<file path="src/rtl/prbs9_pkg.sv">
// ----------------------------------------------------------------------------
// prbs9_pkg
// Shared constants for the PRBS9 BER controller. The polynomial is
// x^9 + x^5 + 1 and symbols are sent LSB first. The package also holds the
// controller state encoding and the predictor helper.
// No ports (package).
// ----------------------------------------------------------------------------
package prbs9_pkg;

    localparam int         PRBS9_LEN   = 9;
    localparam int         PRBS9_TAP_A = 0;
    localparam int         PRBS9_TAP_B = 4;
    localparam logic [8:0] PRBS9_SEED  = 9'b110101010;

    typedef enum logic [2:0] {
        ST_IDLE = 3'd0,
        ST_GRST = 3'd1,
        ST_FILL = 3'd2,
        ST_SYNC = 3'd3,
        ST_RUN  = 3'd4,
        ST_DONE = 3'd5
    } state_t;

    // hist[0] is the oldest of the last nine symbols, so the next symbol of
    // the sequence is s[n+9] = s[n] ^ s[n+4].
    function automatic logic prbs9_predict(input logic [PRBS9_LEN-1:0] hist);
        return hist[PRBS9_TAP_A] ^ hist[PRBS9_TAP_B];
    endfunction

endpackage

</file>
<file path="src/rtl/prbs9_ber_ctrl_if.sv">
// ----------------------------------------------------------------------------
// prbs9_ber_ctrl_if
// Control and status bundle of the PRBS9 BER controller. Signal names carry
// the direction as seen from the controller.
//   i_start, i_abort, i_nsym : test control from the register side
//   i_rx_bit                 : received symbol from the channel model
//   o_gen_rst, o_valid       : drive the tx PRBS9 generator
//   o_busy .. o_sym_cnt      : status
// Modports: slave = controller, master = driver of controls / consumer.
// ----------------------------------------------------------------------------
interface prbs9_ber_ctrl_if #(
    parameter int NSYM_W = 16,
    parameter int ERR_W  = 16
);
    logic              i_start;
    logic              i_abort;
    logic [NSYM_W-1:0] i_nsym;
    logic              i_rx_bit;
    logic              o_gen_rst;
    logic              o_valid;
    logic              o_busy;
    logic              o_locked;
    logic              o_done;
    logic              o_sync_fail;
    logic [ERR_W-1:0]  o_err_cnt;
    logic [NSYM_W-1:0] o_sym_cnt;

    modport slave (
        input  i_start, i_abort, i_nsym, i_rx_bit,
        output o_gen_rst, o_valid, o_busy, o_locked, o_done, o_sync_fail,
               o_err_cnt, o_sym_cnt
    );

    modport master (
        output i_start, i_abort, i_nsym, i_rx_bit,
        input  o_gen_rst, o_valid, o_busy, o_locked, o_done, o_sync_fail,
               o_err_cnt, o_sym_cnt
    );
endinterface

</file>
<file path="src/rtl/prbs9_sync_check.sv">
// ----------------------------------------------------------------------------
// prbs9_sync_check
// Nine-symbol history of the received stream plus the PRBS9 predictor.
//   clk, i_rst   : clock, asynchronous active-high reset
//   i_clr        : clear the history (new test)
//   i_shift      : symbol tick, shift i_rx_bit into the history
//   i_rx_bit     : received symbol
//   o_match      : prediction from the history equals i_rx_bit
//   o_hist_zero  : history is all zeros (no valid PRBS state to lock on)
// ----------------------------------------------------------------------------
module prbs9_sync_check
    import prbs9_pkg::*;
(
    input  logic clk,
    input  logic i_rst,
    input  logic i_clr,
    input  logic i_shift,
    input  logic i_rx_bit,
    output logic o_match,
    output logic o_hist_zero
);

    logic [PRBS9_LEN-1:0] r_hist;

    always_ff @(posedge clk or posedge i_rst) begin
        if (i_rst) begin
            r_hist <= '0;
        end else if (i_clr) begin
            r_hist <= '0;
        end else if (i_shift) begin
            r_hist <= {i_rx_bit, r_hist[PRBS9_LEN-1:1]};
        end
    end

    assign o_match     = (prbs9_predict(r_hist) == i_rx_bit);
    assign o_hist_zero = (r_hist == '0);

endmodule

</file>
<file path="src/rtl/prbs9_ber_ctrl.sv">
// ----------------------------------------------------------------------------
// prbs9_ber_ctrl
// BER test controller: resets the tx PRBS9 generator, strobes it once every
// DIV clocks, self-synchronises a local predictor to the received stream and
// counts symbol errors over a window of i_nsym symbols.
//   clk   : clock
//   i_rst : asynchronous active-high reset
//   bus   : prbs9_ber_ctrl_if.slave (control, rx symbol, generator strobes,
//           status and counters)
// Optional build macro PRBS9_SYNC_TIMEOUT_EN: when defined, SYNC gives up
// after SYNC_TMO ticks without lock and finishes with o_sync_fail=1. When
// undefined, SYNC waits indefinitely and o_sync_fail is constant 0.
// A single channel error is counted three times in RUN because the wrong bit
// stays in the history and spoils the predictions that use taps 4 and 0.
// ----------------------------------------------------------------------------
module prbs9_ber_ctrl
    import prbs9_pkg::*;
#(
    parameter int DIV      = 4,
    parameter int NSYM_W   = 16,
    parameter int ERR_W    = 16,
    parameter int SYNC_LEN = 16,
    parameter int SYNC_TMO = 1024
) (
    input  logic            clk,
    input  logic            i_rst,
    prbs9_ber_ctrl_if.slave bus
);

    localparam int               DIV_W     = (DIV > 1) ? $clog2(DIV) : 1;
    localparam logic [DIV_W-1:0] DIV_LAST  = DIV_W'(DIV - 1);
    localparam logic [7:0]       SYNC_LAST = 8'(SYNC_LEN - 1);
    localparam logic [3:0]       FILL_LAST = 4'(PRBS9_LEN - 1);

    state_t            r_state;
    state_t            w_state_next;
    logic [DIV_W-1:0]  r_div;
    logic              r_valid;
    logic [3:0]        r_fill;
    logic [7:0]        r_match;
    logic [NSYM_W-1:0] r_nsym;
    logic [NSYM_W-1:0] r_sym_cnt;
    logic [ERR_W-1:0]  r_err_cnt;

    logic w_start_ok;
    logic w_tick;
    logic w_cur_active;
    logic w_next_active;
    logic w_match;
    logic w_hist_zero;
    logic w_good;
    logic w_tmo;

    assign w_start_ok    = bus.i_start && !bus.i_abort &&
                           (r_state == ST_IDLE || r_state == ST_DONE);
    assign w_cur_active  = (r_state == ST_FILL) || (r_state == ST_SYNC) ||
                           (r_state == ST_RUN);
    assign w_next_active = (w_state_next == ST_FILL) || (w_state_next == ST_SYNC) ||
                           (w_state_next == ST_RUN);
    // r_valid is only set while staying in an active state, so it doubles as
    // the symbol tick for the checker.
    assign w_tick        = r_valid;
    assign w_good        = w_match && !w_hist_zero;

    prbs9_sync_check u_sync_check (
        .clk         (clk),
        .i_rst       (i_rst),
        .i_clr       (w_start_ok),
        .i_shift     (w_tick),
        .i_rx_bit    (bus.i_rx_bit),
        .o_match     (w_match),
        .o_hist_zero (w_hist_zero)
    );

`ifdef PRBS9_SYNC_TIMEOUT_EN
    localparam int TMO_W = $clog2(SYNC_TMO + 1);

    logic [TMO_W-1:0] r_tmo;
    logic             r_sync_fail;

    always_ff @(posedge clk or posedge i_rst) begin
        if (i_rst) begin
            r_tmo       <= '0;
            r_sync_fail <= 1'b0;
        end else begin
            if (r_state != ST_SYNC) begin
                r_tmo <= '0;
            end else if (w_tick) begin
                r_tmo <= r_tmo + 1'b1;
            end
            if (w_start_ok) begin
                r_sync_fail <= 1'b0;
            end else if (r_state == ST_SYNC && w_state_next == ST_DONE) begin
                r_sync_fail <= 1'b1;
            end
        end
    end

    assign w_tmo           = w_tick && (r_tmo == TMO_W'(SYNC_TMO - 1));
    assign bus.o_sync_fail = r_sync_fail;
`else
    assign w_tmo           = 1'b0;
    assign bus.o_sync_fail = 1'b0;
`endif

    always_ff @(posedge clk or posedge i_rst) begin
        if (i_rst) begin
            r_state <= ST_IDLE;
        end else begin
            r_state <= w_state_next;
        end
    end

    always_comb begin
        w_state_next = r_state;
        if (bus.i_abort && r_state != ST_IDLE) begin
            w_state_next = ST_IDLE;
        end else begin
            case (r_state)
                ST_IDLE, ST_DONE: if (w_start_ok) w_state_next = ST_GRST;
                ST_GRST:          w_state_next = ST_FILL;
                ST_FILL:          if (w_tick && r_fill == FILL_LAST) w_state_next = ST_SYNC;
                ST_SYNC: begin
                    if (w_tick && w_good && r_match == SYNC_LAST) begin
                        w_state_next = ST_RUN;
                    end else if (w_tmo) begin
                        w_state_next = ST_DONE;
                    end
                end
                ST_RUN: begin
                    if (r_nsym == '0) begin
                        w_state_next = ST_DONE;
                    end else if (w_tick && (r_sym_cnt + 1'b1) == r_nsym) begin
                        w_state_next = ST_DONE;
                    end
                end
                default:          w_state_next = ST_IDLE;
            endcase
        end
    end

    always_ff @(posedge clk or posedge i_rst) begin
        if (i_rst) begin
            r_div     <= '0;
            r_valid   <= 1'b0;
            r_fill    <= '0;
            r_match   <= '0;
            r_nsym    <= '0;
            r_sym_cnt <= '0;
            r_err_cnt <= '0;
        end else begin
            // The divider only runs while the controller stays in an active
            // state; any exit (abort, DONE) drops the strobe on the same edge.
            if (w_cur_active && w_next_active) begin
                r_div   <= (r_div == DIV_LAST) ? '0 : r_div + 1'b1;
                r_valid <= (r_div == DIV_LAST);
            end else begin
                r_div   <= '0;
                r_valid <= 1'b0;
            end

            if (w_start_ok) begin
                r_nsym    <= bus.i_nsym;
                r_fill    <= '0;
                r_match   <= '0;
                r_sym_cnt <= '0;
                r_err_cnt <= '0;
            end

            if (r_state == ST_FILL && w_tick) begin
                r_fill <= r_fill + 1'b1;
            end

            if (r_state == ST_SYNC && w_tick) begin
                r_match <= w_good ? r_match + 1'b1 : '0;
            end

            if (r_state == ST_RUN && w_tick && r_nsym != '0 && !bus.i_abort) begin
                r_sym_cnt <= r_sym_cnt + 1'b1;
                if (!w_match && r_err_cnt != '1) begin
                    r_err_cnt <= r_err_cnt + 1'b1;
                end
            end
        end
    end

    assign bus.o_gen_rst = (r_state == ST_GRST);
    assign bus.o_valid   = r_valid;
    assign bus.o_busy    = w_cur_active || (r_state == ST_GRST);
    assign bus.o_locked  = (r_state == ST_RUN);
    assign bus.o_done    = (r_state == ST_DONE);
    assign bus.o_err_cnt = r_err_cnt;
    assign bus.o_sym_cnt = r_sym_cnt;

endmodule

</file>
<file path="src/flat_wrapper.sv">
// flat-port wrapper written by rule: the top's interface ports become plain ports
module prbs9_ber_ctrl_flat import prbs9_pkg::*;
#(
    parameter int DIV      = 4,
    parameter int NSYM_W   = 16,
    parameter int ERR_W    = 16,
    parameter int SYNC_LEN = 16,
    parameter int SYNC_TMO = 1024
)
  (clk, i_rst, bus_i_start, bus_i_abort, bus_i_nsym, bus_i_rx_bit, bus_o_gen_rst, bus_o_valid, bus_o_busy, bus_o_locked, bus_o_done, bus_o_sync_fail, bus_o_err_cnt, bus_o_sym_cnt);
  prbs9_ber_ctrl_if #(.NSYM_W(NSYM_W), .ERR_W(ERR_W)) bus_i ();
  input  logic clk;
  input  logic i_rst;
  input wire logic [$bits(bus_i.i_start)-1:0] bus_i_start;
  input wire logic [$bits(bus_i.i_abort)-1:0] bus_i_abort;
  input wire logic [$bits(bus_i.i_nsym)-1:0] bus_i_nsym;
  input wire logic [$bits(bus_i.i_rx_bit)-1:0] bus_i_rx_bit;
  output wire logic [$bits(bus_i.o_gen_rst)-1:0] bus_o_gen_rst;
  output wire logic [$bits(bus_i.o_valid)-1:0] bus_o_valid;
  output wire logic [$bits(bus_i.o_busy)-1:0] bus_o_busy;
  output wire logic [$bits(bus_i.o_locked)-1:0] bus_o_locked;
  output wire logic [$bits(bus_i.o_done)-1:0] bus_o_done;
  output wire logic [$bits(bus_i.o_sync_fail)-1:0] bus_o_sync_fail;
  output wire logic [$bits(bus_i.o_err_cnt)-1:0] bus_o_err_cnt;
  output wire logic [$bits(bus_i.o_sym_cnt)-1:0] bus_o_sym_cnt;
  assign bus_i.i_start = bus_i_start;
  assign bus_i.i_abort = bus_i_abort;
  assign bus_i.i_nsym = bus_i_nsym;
  assign bus_i.i_rx_bit = bus_i_rx_bit;
  assign bus_o_gen_rst = bus_i.o_gen_rst;
  assign bus_o_valid = bus_i.o_valid;
  assign bus_o_busy = bus_i.o_busy;
  assign bus_o_locked = bus_i.o_locked;
  assign bus_o_done = bus_i.o_done;
  assign bus_o_sync_fail = bus_i.o_sync_fail;
  assign bus_o_err_cnt = bus_i.o_err_cnt;
  assign bus_o_sym_cnt = bus_i.o_sym_cnt;
  prbs9_ber_ctrl #(.DIV(DIV), .NSYM_W(NSYM_W), .ERR_W(ERR_W), .SYNC_LEN(SYNC_LEN), .SYNC_TMO(SYNC_TMO)) u_core (.clk(clk), .i_rst(i_rst), .bus(bus_i));
endmodule
</file>
<file path="config.mk">
export PLATFORM = sky130hd
export DESIGN_NAME = prbs9_ber_ctrl_flat
export DESIGN_NICKNAME = d
export VERILOG_FILES = /design/src/rtl/prbs9_pkg.sv /design/src/rtl/prbs9_ber_ctrl_if.sv /design/src/rtl/prbs9_sync_check.sv /design/src/rtl/prbs9_ber_ctrl.sv /design/src/flat_wrapper.sv
export SDC_FILE = /design/constraint.sdc
export NUM_CORES = 1
export LEC_CHECK = 0
export CAP_MARGIN = 20
export CORE_MARGIN = 3
export CORE_UTILIZATION = 30
export CTS_CLUSTER_DIAMETER = 60
export CTS_CLUSTER_SIZE = 30
export DETAILED_ROUTE_END_ITERATION = 7
export HOLD_SLACK_MARGIN = 0.12
export SLEW_MARGIN = 5
export SYNTH_ARGS = -nofsm -noshare
export SYNTH_HDL_FRONTEND = slang
export SYNTH_HIERARCHICAL = 1
export SYNTH_SLANG_ARGS = --single-unit
export TNS_END_PERCENT = 20
</file>
<file path="constraint.sdc">
create_clock -name clk -period 2.89 [get_ports clk]
set_clock_uncertainty 0.1 [all_clocks]
set_input_delay 0.4335 -clock clk [delete_from_list [all_inputs] [get_ports clk]]
set_output_delay 0.4335 -clock clk [all_outputs]
set_load 0.1 [all_outputs]
</file>
=== Yosys cells after proc, flatten, opt, wreduce, memory -nomap -nowiden ===
Cells that the tools add are included.
W data, S select, Z words.

* Bits of input ports: 21
* Memories: 0
* Latch bits: 0
* Memory bits (writable): 0
* Logic and storage cells: 85
* Bits in registers: 75
* Output and inout bits: 38
* ROM bits: 0

* Reduce and logical (&&, ||, !) cells: 34
* Magnitude comparators: 0
* Divide/modulo/power cells: 0
* Add/sub/neg operators: 5
* Bitwise operators: 1
* Multiplexer cells: 22
* Shift operators: 0
* $mul: 0
* Equal/unequal tests: 14

{| class="wikitable"
|+ Operator list
! cell !! number
|-
| $mux W16 || 5
|-
| $add A16 B1 Y16 const B || 2
|-
| $mux W8 || 3
|-
| $mux W3 || 6
|-
| $mux W9 || 2
|-
| $eq A16 B16 Y1 || 1
|-
| $logic_not A16 Y1 || 1
|-
| $ne A16 B16 Y1 const B || 1
|-
| $reduce_bool A16 Y1 || 1
|-
| $logic_and A1 B1 Y1 || 15
|-
| $pmux W3 S5 || 1
|-
| $eq A3 B2 Y1 const B || 4
|-
| $eq A3 B3 Y1 const B || 3
|-
| $logic_not A9 Y1 || 1
|-
| $add A8 B1 Y8 const B || 1
|-
| $eq A8 B4 Y1 const B || 1
|-
| $mux W4 || 2
|-
| $reduce_bool A2 Y1 || 4
|-
| $logic_or A1 B1 Y1 || 6
|-
| $add A4 B1 Y4 const B || 1
|-
| $eq A4 B4 Y1 const B || 1
|-
| $mux W2 || 2
|-
| $eq A3 B1 Y1 const B || 1
|-
| $logic_not A1 Y1 || 3
|-
| 8 further kinds || 8
|}

=== Logic depth before layout (Yosys ltp) ===
Gate-level depths: netlist of run 1.

* Word-level depth: 13
* Gate-level depth with buffers: 9
* Gate-level depth less buffers: 8

=== Modules after synthesis ===
The synthesis of run 1 kept the hierarchy.

{| class="wikitable"
|+ Modules (own cells, without submodules)
! module !! cells an instance !! area each (um2) !! instances !! sequential area each (um2)
|-
| prbs9_ber_ctrl || 420 || 3758.6 || 1 || 1651.6
|-
| prbs9_sync_check || 35 || 405.4 || 1 || 225.2
|}

=== Worst setup path after synthesis of run 1 ===
OpenSTA, ideal clock, no wires.

* Path type: register -> output
* From: register u_core.r_state[2]
* To: output bus_o_gen_rst
* Stages on the path, launching flop included: 3
* Setup slack: -0.382 ns
* Arrival time: 2.739 ns
* Required time: 2.357 ns
* Path buffers: 1
* Cell sequence: dfrtp_1 -> buf_2 -> nor3b_1

* Word-level cells in the longest chain between the ends: 1

{| class="wikitable"
|+ Ends and longest elaborated chain
! element !! line !! source
|-
| start, declared || prbs9_ber_ctrl.sv:35 || <nowiki>state_t r_state;</nowiki>
|-
| start signal, assigned || prbs9_ber_ctrl.sv:110 || <nowiki>r_state <= w_state_next;</nowiki>
|-
| $eq A3 B1 Y1 || prbs9_ber_ctrl.sv:187 || <nowiki>assign bus.o_gen_rst = (r_state == ST_GRST);</nowiki>
|-
| end, declared || flat_wrapper.sv:18 || <nowiki>output wire logic [$bits(bus_i.o_gen_rst)-1:0] bus_o_gen_rst;</nowiki>
|}

Every way passes these cells.

=== Final worst setup path of run 1 ===
* From: register u_core.r_sym_cnt[7] (netlist: u_core/bus.o_sym_cnt[7])
* To: register u_core.r_state[0]

* Word-level cells in the longest chain between the ends: 7

{| class="wikitable"
|+ Ends and longest elaborated chain
! element !! line !! source
|-
| start, declared || prbs9_ber_ctrl.sv:42 || <nowiki>logic [NSYM_W-1:0] r_sym_cnt;</nowiki>
|-
| start signal, assigned || prbs9_ber_ctrl.sv:179 || <nowiki>r_sym_cnt <= r_sym_cnt + 1'b1;</nowiki>
|-
| $add A16 B1 Y16 || prbs9_ber_ctrl.sv:133 || <nowiki>end else if (w_tick && (r_sym_cnt + 1'b1) == r_nsym) begin</nowiki>
|-
| $eq A16 B16 Y1 || prbs9_ber_ctrl.sv:133 ||
|-
| $logic_and A1 B1 Y1 || prbs9_ber_ctrl.sv:133 ||
|-
| $mux W3 || prbs9_ber_ctrl.sv:133 ||
|-
| $mux W3 || prbs9_ber_ctrl.sv:131 || <nowiki>if (r_nsym == '0) begin</nowiki>
|-
| $pmux W3 S5 || prbs9_ber_ctrl.sv:119 || <nowiki>case (r_state)</nowiki>
|-
| $mux W3 || prbs9_ber_ctrl.sv:116 || <nowiki>if (bus.i_abort && r_state != ST_IDLE) begin</nowiki>
|-
| net u_core.w_state_next[0] || prbs9_ber_ctrl.sv:36 || <nowiki>state_t w_state_next;</nowiki>
|}

The timed path passes the listed nets, and every way through them passes these cells.
A chain may end at the register's enable or synchronous reset.

==> results of run 1 <==
-- per-stage QoR --
step | worst slack (ns) | std cells
after global routing | 0.168 | 693
after global placement | 0.256 | 678
final | 0.292 | 693
after CTS | 0.313 | 693
after floorplan | -0.112 | 455
after detailed placement | 0.207 | 678
-- synth_stat cells, types with 2 or more instances --
master	count	area, sq um
nand4_1	7	43.8
xnor2_1	27	236
inv_1	10	37.5
a21oi_1	10	50.1
mux2i_1	10	100
and4_1	6	52.6
nor4b_1	2	17.5
o41ai_1	6	52.6
o311ai_0	3	26.3
o21ai_0	34	170
xor2_1	9	78.8
clkbuf_1	11	41.3
nand3b_1	2	15.0
nor2b_1	4	25.0
nor3_1	9	45.0
or3_1	4	25.0
and2_1	3	18.8
nor2_1	42	158
ha_1	6	75.1
nand3_1	20	100
nor4_1	10	62.6
buf_2	5	25.0
buf_1	2	7.51
nand2_1	78	293
nor3b_1	5	37.5
and3_1	5	31.3
a31oi_1	5	31.3
dfrtp_1	75	1880
or3_2	2	15.0
nor4_4	2	42.5
o31ai_1	9	67.6
or4_1	3	22.5
nand3_4	2	35.0
buf_4	2	15.0
-- worst paths after layout --
kind | endpoint | start | depth (start not counted) | slack [ns]
hold reg to reg | u_core/r_div[0]$_DFF_PP0_ | u_core/r_div[0]$_DFF_PP0_ | 1 | 0.36
setup reg to reg | u_core/r_state[0]$_DFF_PP0_ | u_core/bus.o_sym_cnt[7]$_DFFE_PP0P_ | 6 | 0.29
max in group asynchronous | u_core/r_nsym[14]$_DFFE_PP0P_ | i_rst | 3 | 1.62
hold / removal | u_core/u_sync_check/r_hist[0]$_DFFE_PP0P_ | i_rst | 2 | 0.33
min in group clk | u_core/r_div[0]$_DFF_PP0_ | u_core/r_div[0]$_DFF_PP0_ | 1 | 0.36
setup / recovery | u_core/r_state[0]$_DFF_PP0_ | u_core/bus.o_sym_cnt[7]$_DFFE_PP0P_ | 6 | 0.29
-- per-layer routing --
layer	vias to the layer above	track usage, %	routed length (um)
met5	-	0	0
met4	0	4.98	121
met3	12	3.81	696
met2	115	22.3	5040
met1	1740	19.9	4820
li1	1736	-	-
-- registers in the layout, indices dropped and copies added, names as in the netlist --
register / flops
u_core/bus.o_err_cnt: 16
u_core/bus.o_valid: 1
u_core/r_nsym: 16
u_core/bus.o_sym_cnt: 16
u_core/r_fill: 4
u_core/r_div: 2
u_core/u_sync_check/r_hist: 9
u_core/r_state: 3
u_core/r_match: 8
-- power by group through the flow --
stage / clock (uW) / combinational [uW] / sequential (uW)
2_1_floorplan: 0 / 253 / 1170
5_1_grt: 1220 / 373 / 1190
6_report: 1140 / 336 / 1180
3_3_place_gp: 0 / 331 / 1200
3_5_place_dp: 0 / 337 / 1200
4_1_cts: 1180 / 339 / 1180
-- cells by family (layout without fill, tap and decap cells) --
logic type                 count (synthesis)  count (layout)
DFF                                       75              75
buffers and inverters                     32              94
adders and majority gates                  6               6
other                                      1               1
and+or+nand+nor                          218             218
xor gates and xnor gates                  36              36
AOI/OAI and AO/OA                         76              76
muxes                                     11              11
-- area by class of cell --
cell class / count / area, sq um / share of cell area, %
Clock buffer: 11 / 253 / 4.89
Tap cell: 176 / 220 / 4.26
Timing Repair Buffer: 68 / 573 / 11.1
Multi-Input combinational cell: 348 / 2160 / 41.7
Inverter: 11 / 41.3 / 0.798
Clock inverter: 4 / 50.0 / 0.968
Sequential cell: 75 / 1880 / 36.3
==> impl_metrics.py, run 1 <==
metrics = {
    "cells_and_area": {
        "fillers": 1349,
        "layout_commonest_cell": "nand2_1",
        "drive_above_1_share_pct": 15.7,
        "diodes": 0,
        "final_area_sq_mm": 0.00517,
        "area_growth_syn_to_layout_pct": 24.2,
        "final_cell_mix": "nand2_1, dfrtp_1, buf_4",
        "fin_util_pct": 38.6,
        "final_nets": 540,
    },
    "power_and_ir_drop": {
        "swShare_pct": 26.7,
        "p_int_uw": 1950,
        "combPwrFrac_pct": 12.6,
        "p_per_area_mw_per_mm2": 515,
        "p_clk_share_pct": 43.0,
        "p_seq_share_pct": 44.4,
        "peakVddDrop_mv": 0.282,
        "total_power_uw": 2660,
        "power_leakage_uw": 0.00231,
        "switchingPower_uw": 710,
    },
    "route": {
        "ant_nets": 0,
        "drtIter0Drc": 319,
        "dr.pass1.iters": 5,
        "routed_wl_mm": 10.7,
        "vias_per_cell": 5.20,
        "vias": 3603,
        "wire_per_inst_um": 15.4,
        "drc": 0,
    },
    "yosys": {
        "synth_warnings": 6,
        "avgSynthCellArea_sq_um": 9.15,
        "yosys.area_share.simple_pct": 28.0,
        "synth-edff-count": 0,
        "async_flop_share_pct": 100,
        "synth_top_family_by_area": "simple AND/OR/NAND/NOR gates",
        "yosys-mux-area-fraction_pct": 2.67,
        "synth_area_sq_mm": 0.00416,
        "ys_seq_area_share_pct": 45.1,
        "synth_ff_type": "dfrtp_1",
        "ys_ff_latch": 75,
        "synth_fa_ha_area_share_pct": 1.80,
        "syn_nets": 482,
        "synthXorXnorAreaFrac_pct": 7.57,
        "synth_compound_area_share_pct": 11.5,
        "synthDistinctLibCells": 59,
        "netlist_instances": 455,
    },
    "timing": {
        "min_period_over_period_pct": 89.9,
        "finalMaxSlewViolations": 0,
        "finalSetupViolCount": 0,
        "worst_pin_slew_ns": 0.722,
        "slew_headroom_pct": 51.2,
        "setup_tns_ns": 0,
        "fmax_mhz": 385,
        "rsz0062_at_grt": "false",
        "hold_slack_ns": 0.331,
        "fin_crit_ns": 2.60,
        "hold_violations": 0,
    },
    "run": {
        "cap_violations": 0,
    },
    "setup_path": {
        "cp_max_fo": 10,
        "cp.arrival_ns": 2.77,
        "path_cells": "nand3_4 -> or3_1 -> a2111oi_2 -> o22ai_1 -> nor4_4 -> o22a_1",
        "cpPeakStageDelay_ns": 0.62,
        "end_kind": "flop",
        "crit_buf_inv": 0,
        "path_delay_family": "simple AND/OR/NAND/NOR gates",
        "startpoint_type": "flop",
        "slowest_stage": "dfrtp_1",
        "worstSetupPathType": "reg2reg",
        "required_ns": 3.07,
    },
    "floorplan": {
        "initial_core_util_pct": 31.1,
        "coreArea_sq_mm": 0.0134,
        "core.rowCount": 42,
        "die-height_um": 124,
        "fp.dieArea_sq_mm": 0.0153,
        "dieWidth_um": 124,
        "pin_count": 59,
    },
    "status": {
        "status": "completed",
    },
    "global_routing": {
        "overflow": 0,
        "grt_pass1_vias": 3450,
        "track_usage_pct": 14.6,
        "grt_first_pass_wirelength_mm": 17.5,
        "antenna_found_initial": 0,
        "grt_start_max_net_pins": 42,
    },
    "clock_tree": {
        "postCtsHoldBufs": 0,
        "cts_resized": 0,
        "clk_latency_ns": 0.34,
        "path_clk_slew_ns": 0.06,
        "numCtsBuffers": 9,
        "cts_htree_levels": 3,
        "clock-sinks": 75,
        "cts_setup_buffers": 0,
        "cts_buffer_depth": 2,
        "cts_tree": "done",
        "cts-root-buf": "clkbuf_16",
    },
    "min_path": {
        "hold_path_class": "in2async",
    },
    "placed_design": {
        "io_buffers": 57,
        "place_congestion": 0.871,
        "dp_hpwl_mm": 7.67,
        "placed_area_sq_mm": 0.00487,
    },
}
Power figures use the tool's default switching activity.
==> run 2, diff against run 1 <==
- ABC_AREA: default -> 1
- CORE_ASPECT_RATIO: default -> 0.7
- CORE_UTILIZATION: 30 -> 50
- PLACE_DENSITY: default -> 0.74
==> impl_metrics.py, run 2 <==
metrics = {
    "status": {
        "status": "completed",
    },
    "yosys": {
        "synthDistinctLibCells": 46,
        "synth-edff-count": 0,
        "synth_area_leaders": "dfrtp_1, nand2_1, nand3_1, inv_1, o21ai_0",
        "async_flop_share_pct": 100,
        "synth_ff_type": "dfrtp_1",
        "synth_commonest_cells": "nand2_1, inv_1, dfrtp_1",
        "yosysTopAreaCell": "dfrtp_1",
        "ys_ff_latch": 75,
        "ys_seq_area_share_pct": 43.8,
        "synth_area_sq_mm": 0.00429,
        "synth.top_cell.area_share_pct": 43.8,
        "avgSynthCellArea_sq_um": 7.50,
        "synth_warnings": 6,
        "netlist_instances": 572,
        "post-synth-top-count-cell": "nand2_1",
        "syn_nets": 599,
    },
    "cells_and_area": {
        "fin_cells": 743,
        "diodes": 0,
        "multiInputGateArea_sq_mm": 0.00203,
        "final_cell_mix": "nand2_1, inv_1, dfrtp_1",
        "final_nets": 664,
        "area_growth_syn_to_layout_pct": 22.2,
        "layout_commonest_cell": "nand2_1",
        "seq_area_sq_mm": 0.00188,
        "fillers": 711,
        "drive_above_1_share_pct": 15.0,
    },
    "timing": {
        "rsz0062_at_grt": "false",
        "slew_headroom_pct": 66.9,
        "hold_slack_ns": 0.311,
        "finalSetupViolCount": 0,
        "setup_tns_ns": 0,
        "fin_crit_ns": 2.47,
        "fmax_mhz": 405,
        "hold_violations": 0,
        "finalMaxSlewViolations": 0,
        "min_period_over_period_pct": 85.5,
        "worst_pin_slew_ns": 0.492,
    },
    "power_and_ir_drop": {
        "peakVddDrop_mv": 0.462,
        "p_per_area_mw_per_mm2": 617,
        "power_leakage_uw": 0.00248,
    },
    "route": {
        "drtIter0Drc": 539,
        "vias": 4209,
        "wire_per_inst_um": 15.5,
        "routed_wl_mm": 11.5,
        "dr.pass1.iters": 5,
        "drc": 0,
        "vias_per_cell": 5.66,
        "ant_nets": 0,
    },
    "placed_design": {
        "place_inst": 727,
        "dp_hpwl_mm": 8.29,
        "io_buffers": 57,
        "place_congestion": 0.924,
    },
    "global_routing": {
        "grt_pass1_vias": 3995,
        "grt_first_pass_wirelength_mm": 19.1,
        "grt_start_max_net_pins": 67,
        "antenna_found_initial": 0,
        "track_usage_pct": 24.3,
        "overflow": 0,
    },
    "clock_tree": {
        "cts_setup_buffers": 0,
        "clk_latency_ns": 0.33,
        "numCtsBuffers": 9,
        "cts_tree": "done",
        "cts_htree_levels": 3,
        "clock-sinks": 75,
        "cts-root-buf": "clkbuf_16",
        "cts_buffer_depth": 2,
        "path_clk_slew_ns": 0.06,
        "cts_resized": 0,
        "postCtsHoldBufs": 0,
    },
    "floorplan": {
        "fp.dieArea_sq_mm": 0.00974,
        "initial_core_util_pct": 52.9,
        "coreArea_sq_mm": 0.00811,
        "pin_count": 59,
        "dieWidth_um": 117,
        "core.rowCount": 27,
        "die-height_um": 83.5,
    },
    "min_path": {
        "hold_path_class": "in2async",
    },
    "setup_path": {
        "cp.arrival_ns": 2.63,
        "cp_max_fo": 9,
        "worst-r2r-cell-count": 17,
        "end_kind": "flop",
        "startpoint_type": "flop",
        "required_ns": 3.05,
        "worstSetupPathType": "reg2reg",
    },
    "run": {
        "cap_violations": 0,
    },
}
## run 2: cell count changes after synthesis, moves of 9 or more
cell and change:
inv_1 +71, mux2i_1 -9, nand2_1 +66, nand3_1 +48, o22ai_1 +9, o31ai_1 -9
xnor2_1 -25
## run 2: stage by stage
step                instance area, sq um  setup WS [ns]  power (uW)  utilization (%)
finish                              5240          0.419        3230             64.6
global route                        5240         0.0191        3400             64.6
CTS                                 5240          0.482        3240             64.6
detailed placement                  4910          0.300        2000             60.6
global placement                    4910          0.428        1980             60.6
floorplan                           4300         0.0947        1800                -
## run 2: where the power goes
| part | total, uW | leakage (uW) | switching [uW] | internal, uW |
|---|---|---|---|---|
| combinational | 730 | 0.00130 | 504 | 225 |
| sequential | 1270 | 0.00102 | 95.2 | 1170 |
| clock | 1230 | 0.000159 | 432 | 802 |
| total | 3230 | 0.00248 | 1030 | 2200 |
## run 2: final timing paths
| path | from | end | slack, ns |
|---|---|---|---|
| worst max register to register | u_core/bus.o_sym_cnt[0]$_DFFE_PP0P_ | u_core/r_div[1]$_DFF_PP0_ | 0.42 |
| min in group clk | u_core/u_sync_check/r_hist[5]$_DFFE_PP0P_ | u_core/u_sync_check/r_hist[5]$_DFFE_PP0P_ | 0.39 |
| worst min register to register | u_core/u_sync_check/r_hist[5]$_DFFE_PP0P_ | u_core/u_sync_check/r_hist[5]$_DFFE_PP0P_ | 0.39 |
| worst min-delay path | i_rst | u_core/u_sync_check/r_hist[4]$_DFFE_PP0P_ | 0.31 |
| max in group asynchronous | i_rst | u_core/r_nsym[13]$_DFFE_PP0P_ | 1.96 |
| worst max-delay path | u_core/bus.o_sym_cnt[0]$_DFFE_PP0P_ | u_core/r_div[1]$_DFF_PP0_ | 0.42 |
## run 2: logic make-up after synthesis
| group | synth area share [%] |
|---|---|
| other cells | 0.0875 |
| simple gates | 32.9 |
| mux | 0.233 |
| flops | 43.8 |
| xor+xnor | 0.817 |
| buf+inv | 9.05 |
| compound gates | 11.4 |
| fa+ha+maj | 1.75 |
## run 2: layout make-up
cell class | count | share of cell area (%)
multi-input combinational | 400 | 38.8
clock inverter | 4 | 1.39
sequential | 75 | 35.8
tap | 101 | 2.41
clock buffer | 12 | 4.90
inverter | 87 | 6.28
timing repair buffer | 64 | 10.4
## run 2: metal layers
layer	share of wire, %	vias up	global-route usage [%]	wire length [um]
li1	-	2012	-	-
met1	47	1975	35.9	5420
met2	43	191	34.9	5010
met3	7.5	31	6.09	867
met4	1.9	0	7.40	213
met5	0	-	0	0
## run 2: worst max-delay path, cell delays in order, from the launching register on
cell     delay (ns)
dfrtp_1        0.52
ha_1           0.24
nand2_1        0.12
nor2_4         0.17
nand2_1        0.14
nor2_1         0.15
nand2_1        0.12
nand2_1        0.13
nand2_1        0.08
nand3_1        0.08
nor2_1         0.05
nand2_1        0.06
nand2_1        0.05
nand2_1        0.08
nand3_1        0.07
nand2_1        0.08
nand2_2        0.07
nor2_1         0.09
